**config.mk**
```make
export PLATFORM = sky130hd
export DESIGN_NAME = vlsara_adder
export DESIGN_NICKNAME = d
export VERILOG_FILES = /design/src/rtl/vlsara_adder.sv
export SDC_FILE = /design/constraint.sdc
export NUM_CORES = 1
export LEC_CHECK = 0
export CORE_MARGIN = 4
export CORE_UTILIZATION = 40
export CTS_CLUSTER_DIAMETER = 150
export DETAILED_ROUTE_END_ITERATION = 12
export PLACE_DENSITY = 0.67
export SLEW_MARGIN = 25
export SYNTH_ARGS = -nofsm -noshare
export SYNTH_HDL_FRONTEND = slang
export SYNTH_SLANG_ARGS = --single-unit
```
**constraint.sdc**
```tcl
create_clock -name clk -period 39.6 [get_ports clk]
set_input_delay 11.88 -clock clk [delete_from_list [all_inputs] [get_ports clk]]
set_output_delay 11.88 -clock clk [all_outputs]
set_load 0.02 [all_outputs]
```
**src/rtl/vlsara_adder.sv**
```systemverilog
// vlsara_adder: registered variable-latency speculative adder with exact-result correction.
// Optional saturating misspeculation counter is built when VLSARA_ERR_CNT_EN is defined.
module vlsara_adder #(
    parameter int SIZE       = 32,
    parameter int GROUP_SIZE = 4,
    parameter int CNT_W      = 16
) (
    input  logic              clk,
    input  logic              rst_n,
    input  logic              in_valid,
    output logic              in_ready,
    input  logic [SIZE:1]     a,
    input  logic [SIZE:1]     b,
    input  logic              cin,
    input  logic [SIZE/GROUP_SIZE:1] select,
    input  logic              approx_mode,
    output logic              out_valid,
    input  logic              out_ready,
    output logic [SIZE:1]     sum,
    output logic              cout,
    output logic              spec_err,
    output logic [CNT_W-1:0]  err_cnt
);
    localparam int NG = SIZE / GROUP_SIZE;
    localparam logic [1:0] IDLE = 2'd0;
    localparam logic [1:0] EVAL = 2'd1;
    localparam logic [1:0] CORR = 2'd2;
    localparam logic [1:0] OUT  = 2'd3;

    logic [1:0]    state_q, state_d;
    logic [SIZE:1] a_q, a_d, b_q, b_d, sum_q, sum_d, spec_sum;
    logic [NG:1]   sel_q, sel_d;
    logic          cin_q, cin_d, approx_q, approx_d, cout_q, cout_d, err_q, err_d;
    logic          spec_cout, c, cc, err, accept;
    logic [SIZE:0] exact;

    // Each group ripples internally; its carry-out is either the true ripple carry or a guess from the top bit.
    always_comb begin
        spec_sum = '0;
        c = cin_q;
        cc = 1'b0;
        for (int j = 1; j <= NG; j++) begin
            cc = c;
            for (int k = 1; k <= GROUP_SIZE; k++) begin
                spec_sum[(j-1)*GROUP_SIZE+k] = a_q[(j-1)*GROUP_SIZE+k] ^ b_q[(j-1)*GROUP_SIZE+k] ^ cc;
                cc = (a_q[(j-1)*GROUP_SIZE+k] & b_q[(j-1)*GROUP_SIZE+k]) |
                     ((a_q[(j-1)*GROUP_SIZE+k] ^ b_q[(j-1)*GROUP_SIZE+k]) & cc);
            end
            c = sel_q[j] ? cc : (a_q[j*GROUP_SIZE] & b_q[j*GROUP_SIZE]);
        end
        spec_cout = c;
    end

    assign exact     = {1'b0, a_q} + {1'b0, b_q} + {{SIZE{1'b0}}, cin_q};
    assign err       = {spec_cout, spec_sum} != exact;
    assign in_ready  = (state_q == IDLE) | ((state_q == OUT) & out_ready);
    assign accept    = in_valid & in_ready;
    assign out_valid = state_q == OUT;
    assign sum       = sum_q;
    assign cout      = cout_q;
    assign spec_err  = err_q;

    always_comb begin
        state_d  = state_q;
        a_d      = a_q;
        b_d      = b_q;
        cin_d    = cin_q;
        sel_d    = sel_q;
        approx_d = approx_q;
        sum_d    = sum_q;
        cout_d   = cout_q;
        err_d    = err_q;
        case (state_q)
            EVAL: begin
                if (!err || approx_q) begin
                    sum_d   = spec_sum;
                    cout_d  = spec_cout;
                    err_d   = err;
                    state_d = OUT;
                end else begin
                    state_d = CORR;
                end
            end
            CORR: begin
                sum_d   = exact[SIZE-1:0];
                cout_d  = exact[SIZE];
                err_d   = 1'b1;
                state_d = OUT;
            end
            OUT:     state_d = out_ready ? IDLE : OUT;
            default: state_d = state_q;
        endcase
        if (accept) begin
            a_d      = a;
            b_d      = b;
            cin_d    = cin;
            sel_d    = select;
            approx_d = approx_mode;
            state_d  = EVAL;
        end
    end

    always_ff @(posedge clk or negedge rst_n) begin
        if (!rst_n) begin
            state_q  <= IDLE;
            a_q      <= '0;
            b_q      <= '0;
            cin_q    <= 1'b0;
            sel_q    <= '0;
            approx_q <= 1'b0;
            sum_q    <= '0;
            cout_q   <= 1'b0;
            err_q    <= 1'b0;
        end else begin
            state_q  <= state_d;
            a_q      <= a_d;
            b_q      <= b_d;
            cin_q    <= cin_d;
            sel_q    <= sel_d;
            approx_q <= approx_d;
            sum_q    <= sum_d;
            cout_q   <= cout_d;
            err_q    <= err_d;
        end
    end

`ifdef VLSARA_ERR_CNT_EN
    logic [CNT_W-1:0] cnt_q, cnt_d;
    logic             set_err;
    // Counts each op whose registered spec_err is 1, at the edge it gets registered.
    assign set_err = ((state_q == EVAL) & err & approx_q) | (state_q == CORR);
    assign cnt_d   = (set_err && cnt_q != '1) ? cnt_q + 1'b1 : cnt_q;
    always_ff @(posedge clk or negedge rst_n) begin
        if (!rst_n) cnt_q <= '0;
        else        cnt_q <= cnt_d;
    end
    assign err_cnt = cnt_q;
`else
    assign err_cnt = '0;
`endif
endmodule

```
After elaboration in Yosys (flattened, before gate mapping) --
Cells that the tools add are included.
Operators by class: equal/unequal tests 5, multiplexer cells 18, reduce and logical (&&, ||, !) cells 6, bitwise logic cells 163, add/subtract/negate cells 2
Operator list (number):
- 1-bit AND | 66
- 32-bit case mux with 2 select lines | 1
- 1-bit XOR | 64
- 32-bit by 32-bit adder with 33-bit output | 1
- 33-bit by 1-bit adder with 33-bit output | 1
- 33-bit inequality test | 1
- 1-bit OR | 33
- 32-bit 2-to-1 mux | 1
- 1-bit 2-to-1 mux | 11
- 2-bit case mux with 3 select lines | 1
- 2-bit equality test (second input constant) | 2
- 2-bit 2-to-1 mux | 2
- 1-bit case mux with 2 select lines | 2
- 4-bit nonzero test | 1
- 2-bit by 1-bit equality test with 1-bit output (second input constant) | 1
- 2-bit logical NOT | 1
- 2-bit inequality test (second input constant) | 1
- 2-bit AND reduction | 1
- 2-bit nonzero test | 1
- 1-bit logical NOT | 1
- 1-bit logical OR | 1
Storage, ports and cells: output and inout port bits 52, input bits 78, register bits after elaboration 110

Longest topological paths before layout --
Gate-level depths: netlist of the first run.
depth after elaboration 79, depth in mapped cells 60, gate-level depth less buffers 58

Worst setup path before layout of the first run --
No wires, ideal clock.
kind input-to-output, start input out_ready, end output in_ready, buffers on the path 0, setup slack 15367 ps, required time 27720 ps, stages on the path 2, arrival time 12353 ps, cells stage by stage and2_1 > or2_2
On the way: cells in the longest elaborated chain, start to end 2
RTL lines:
- start: declaration | line 18 | input logic out_ready,
- 1-bit AND | line 56 | assign in_ready = (state_q == IDLE) | ((state_q == OUT) & out_ready);
- 1-bit OR | line 56
- end: declaration | line 11 | output logic in_ready,
Every way passes these cells.

Worst setup path in the final report of the first run --
Same ends and word-level chain as after synthesis.

==> results.yml, run 1 <==
detailed_routing:
  drt-met1-wl_um: 11100
  viasPerCell: 5.71
  ant_nets: 0
  met3_wirelength_um: 1380
  drc_errors: 0
  top_layer_used: "met4"
  wl_um: 23000
  drt-pass1-iter-count: 5
  vias: 6804
  route.met2.wl_um: 10200
  wl_per_cell_um: 19.3
  drtIter0Drc: 432
grt:
  grt_usage_pct: 19.7
  grt_pass1_vias: 6681
  grt_max_degree: 77
  antenna_found_initial: 0
  overflow: 0
  grt_pass1_wl_um: 37500
synthesis:
  yosys_register_bits: 110
  syn_area_um2: 8420
  synthCells: 834
  synth.distinct_cells: 83
  avgSynthCellArea_um2: 10.1
  async_reset_ff_share_pct: 100
  ys_seq_area_share_pct: 32.7
  ys.flop_type: "dfrtp_1"
  synth_edf_count: 0
  synth_warnings: 0
worst_setup_path:
  rrSetupSlack_ns: 22.35
  critical_path.max_fanout: 2
  cp_top_family: "buffers and inverters"
  critical_path_class: "in2out"
  cp.buffers_inverters: 2
  cpMaxStageDelayCell: "clkdlybuf4s50_1"
  path_cells: "clkdlybuf4s50_1 > and2_1 > or2_2 > clkdlybuf4s50_1"
  max_stage_delay_ns: 0.56
  crit_arrival_ns: 13.33
  cp-end-kind: "primary output"
  crit_path_start_kind: "input pin"
  cp_common_cell: "clkdlybuf4s50_1"
  critPathRequiredTime_ns: 27.72
layout:
  register_area_um2: 2750
  area_growth_syn_to_layout_pct: 19.1
  n_antenna_cell: 0
  nets: 1062
  drive_gt1_share_pct: 12.5
  fillers: 1918
  multi_input_area_um2: 5120
timing:
  final_max_slew_viol_count: 0
  slew_headroom_pct: 32.5
  worst_pin_slew_ns: 1.01
  period_needed_ns: 25.21
  setup_viol: 0
  tns_ns: 0
  grt_setup_unrepaired: "no"
  post-route-period-util_pct: 63.7
  fin_skew_ns: 0.00963
  hold_violations: 0
  fmax_mhz: 39.7
floorplan:
  initial_core_util_pct: 41.1
  die_w_um: 153
  dieArea_um2: 23400
  fp.coreArea_um2: 20500
  io_pins: 130
  row_count: 52
  die_h_um: 153
clock_network:
  cts_max_level: 3
  clk_latency_ns: 0.37
  cts.clk_slew.worst_paths_ns: 0.08
  cts_inserted_buffers: 9
  post_cts.repair.setup_buffers: 0
  hold_buffers: 0
  root_buffer: "clkbuf_16"
  cts_tree: "done"
  cts_sinks: 110
  clockBufferDepth: 2
  cts_resized: 0
status:
  status: "completed"
placed_design:
  dpl.hpwl_um: 17500
  place.gp.congestion: 0.971
  port_buffers: 113
flow_run:
  drv_cap: 0
worst_hold_path:
  worstHoldPathType: "reg2reg"
## area by class of cell
cell class | count | area share, %
clock buffer | 11 | 2.52
clock inverter | 5 | 1.04
inverter | 82 | 3.07
multi-input combinational | 598 | 51.1
sequential | 110 | 27.5
tap | 270 | 3.37
timing repair buffer | 116 | 11.5
## sequential cells by signal (all words and copies together), names as in the netlist
name and flops:
sum 32, cin_q 1, cout 1, approx_q 1, sel_q 8, state_q 2, b_q 32, spec_err 1
a_q 32
## metrics by stage
step	instance area (um^2)	std cells	setup slack (ns)	util (%)	hold slack, ns
finish	10000	1192	14.39	48.9	0.515
global route	10000	1192	14.33	48.9	0.533
CTS	10000	1192	14.41	48.9	0.518
detailed placement	9660	1176	14.42	47.1	0.502
global placement	9660	1176	14.44	47.1	0.487
floorplan	8480	849	15.37	-	0.479
## logic make-up (layout without fill, tap and decap cells)
group | count (synthesis) | in the layout | share of synthesized area (%)
AO/OA/AOI/OAI | 189 | 189 | 16.8
XOR/XNOR | 57 | 57 | 6.61
adder cells (fa/ha/maj) | 67 | 67 | 12.8
buffers and inverters | 141 | 214 | 7.56
flip-flops | 110 | 110 | 32.7
multiplexers | 86 | 86 | 11.5
other | 1 | 16 | 0.0445
AND/OR/NAND/NOR | 183 | 183 | 11.9
## layer usage
metal	track usage [%]	up-vias
met4	4.37	0
li1	-	3168
met5	0	-
met3	3.59	25
met2	29.7	220
met1	29.4	3391
## path summary, 6_finish.rpt
| kind | start | to | cells past startpoint |
|---|---|---|---|
| setup reg to reg | a_q[1] | sum[26] | 58 |
| hold reg to reg | cin_q | cin_q | 1 |
| hold / removal | cin_q | cin_q | 1 |
| setup / recovery | out_ready | in_ready | 4 |
| min in group asynchronous | rst_n | a_q[30] | 1 |
| max in group asynchronous | rst_n | b_q[11] | 2 |
## placed cells by master, fill, tap and decap left out, types with 6 or more instances in the layout
master	synthesis	routed
xor2_1	15	15
inv_1	81	81
nor3_1	10	10
a221o_1	29	29
clkdlybuf4s50_1	0	112
a21oi_1	39	39
o21ai_0	22	22
mux2i_1	9	9
and3_1	8	8
nand2_1	41	40
fa_1	32	32
a31oi_1	6	6
clkbuf_16	0	9
o21a_1	6	6
o21ai_1	6	6
nor4_1	27	27
nand4_1	9	9
dfrtp_1	110	110
xnor2_1	38	38
ha_1	35	35
nor2_1	27	27
conb_1	1	16
a21o_1	12	12
o2111ai_1	8	8
mux2_2	76	76
nand3_1	18	18
## cells in the mapped netlist (all sizes together) (5+ instances only)
cell type / n / area [um^2]
a211oi: 6 / 50.1
a21o: 12 / 90.1
a21oi: 40 / 204
a221o: 29 / 290
a22oi: 5 / 37.5
a31oi: 7 / 50.1
and2: 7 / 46.3
and3: 8 / 50.1
buf: 35 / 239
clkbuf: 24 / 90.1
dfrtp: 110 / 2750
fa: 32 / 641
ha: 35 / 438
inv: 81 / 304
mux2: 76 / 856
mux2i: 10 / 113
nand2: 41 / 154
nand3: 18 / 90.1
nand3b: 5 / 37.5
nand4: 10 / 68.8
nor2: 27 / 101
nor2b: 5 / 31.3
nor3: 11 / 60.1
nor4: 28 / 190
o2111ai: 8 / 70.1
o211ai: 5 / 37.5
o21a: 6 / 45.0
o21ai: 29 / 156
xnor2: 38 / 333
xor2: 15 / 131
## worst reg2reg max path: cells and delay by family (launching register included)
kind | cells | cell delay, ns
fa+ha+maj | 32 | 12.08
mux | 6 | 0.47
simple gates | 7 | 1.66
compound gates | 6 | 2.21
flops | 1 | 0.35
buf+inv | 7 | 0.44
Power of run 1 is left out: the tool's default activity adds up to more than one toggle a clock period on the data nets, which glitch-free logic cannot reach.
==> run 2: changes to the inputs <==
- PLACE_DENSITY: 0.67 -> 0.7
- clock period: 39.6 -> 21.6 ns (I/O delays scaled with it)
==> run 2 against run 1 <==
First-iteration DRC count increased by 12%; critical endpoint is now sum[27]; wire length is 0.67% higher; via count shrank 0.25%; cell area fell by 0.67%; global-route usage is essentially flat; highest routed layer unchanged; clock-buffer cell count is the same.
==> results.yml, run 2 (same netlist as run 1, synthesis figures left out) <==
grt:
  grt_max_degree: 77
  grt_pass1_wl_um: 37100
  grt_usage_pct: 19.6
  grt_pass1_vias: 6765
  antenna_found_initial: 0
  overflow: 0
placed_design:
  place.gp.congestion: 0.943
  port_buffers: 113
  dpl.hpwl_um: 18100
  place_inst: 1178
  dpl-instance-area_um2: 9660
timing:
  fin_skew_ns: 0.0130
  tns_ns: 0
  period_needed_ns: 16.46
  fmax_mhz: 60.7
  slew_headroom_pct: 31.8
  setup_viol: 0
  grt_setup_unrepaired: "no"
  final_max_slew_viol_count: 0
  post-route-period-util_pct: 76.2
  hold_violations: 0
  worst_pin_slew_ns: 1.02
worst_setup_path:
  startpoint: "a_q[1]"
  critical_path.max_fanout: 16
  rrSetupSlack_ns: 5.14
  crit_path_start_kind: "register"
  r2r_end: "sum[27]"
  cp_top_family: "adder cells"
  critPathRequiredTime_ns: 21.80
  cp-end-kind: "register"
  r2r_start: "a_q[1]"
  cp_common_cell: "fa_1"
  critical_path_class: "reg2reg"
  rr_worst_depth: 59
  crit_arrival_ns: 16.67
  cp.buffers_inverters: 8
  max_stage_delay_ns: 0.60
  cpMaxStageDelayCell: "a21oi_2"
floorplan:
  row_count: 52
  die_h_um: 153
  initial_core_util_pct: 41.1
  io_pins: 130
  fp.coreArea_um2: 20500
  die_w_um: 153
  dieArea_um2: 23400
layout:
  fillers: 1923
  mostFrequentLayoutCells: "clkdlybuf4s50_1 (112), dfrtp_1 (110), inv_1 (81)"
  nets: 1064
  area_growth_syn_to_layout_pct: 18.3
  design_area_um2: 9960
  layout_commonest_cell: "clkdlybuf4s50_1"
  stdcell_count: 1193
  drive_gt1_share_pct: 12.5
  n_antenna_cell: 0
flow_run:
  drv_cap: 0
status:
  status: "completed"
detailed_routing:
  viasPerCell: 5.69
  drc_errors: 0
  vias: 6787
  wl_um: 23200
  drtIter0Drc: 484
  drt-pass1-iter-count: 5
  ant_nets: 0
  wl_per_cell_um: 19.4
clock_network:
  clk_latency_ns: 0.36
  root_buffer: "clkbuf_16"
  cts_tree: "done"
  cts_inserted_buffers: 9
  cts_max_level: 3
  cts_resized: 0
  cts_sinks: 110
  post_cts.repair.setup_buffers: 0
  cts.clk_slew.worst_paths_ns: 0.07
  clockBufferDepth: 2
  hold_buffers: 0
worst_hold_path:
  worstHoldPathType: "reg2reg"
  holdPathStages: 1
  min_to: "b_q[1]"
  hp-start: "b_q[1]"
run 2: cell type report:
type	count	area (um^2)	share of cell area (%)
inverter	82	308	3.09
sequential	110	2750	27.6
clock inverter	4	56.3	0.565
tap	270	338	3.39
clock buffer	11	243	2.44
multi-input combinational	598	5100	51.2
timing repair buffer	118	1170	11.7
run 2: how the worst max path moves through the flow:
stage | to | depth (start not counted) | slack, ns
6_report | sum[27] | 59 | 5.14
5_1_grt | sum[27] | 59 | 4.27
4_1_cts | sum[27] | 59 | 5.13
3_5_place_dp | sum[25] | 59 | 5.21
3_3_place_gp | sum[27] | 59 | 5.50
2_1_floorplan | sum[18] | 59 | 6.64
run 2: per-stage QoR:
step / util [%] / hold WS, ns / setup slack (ns)
after detailed placement: 47.1 / 0.500 / 5.21
final: 48.6 / 0.512 / 5.14
after CTS: 48.6 / 0.516 / 5.13
after floorplan: - / 0.479 / 6.64
after global placement: 47.1 / 0.488 / 5.50
after global routing: 48.6 / 0.539 / 4.27
run 2: per-layer routing:
layer | GRT usage (%) | part of all wire, % | up-vias
met2 | 30.5 | 45 | 264
met3 | 3.96 | 7.4 | 23
met5 | 0 | 0 | -
met4 | 4.79 | 1.5 | 0
li1 | - | - | 3169
met1 | 28.3 | 46 | 3331
Power of run 2 is left out for the same reason.
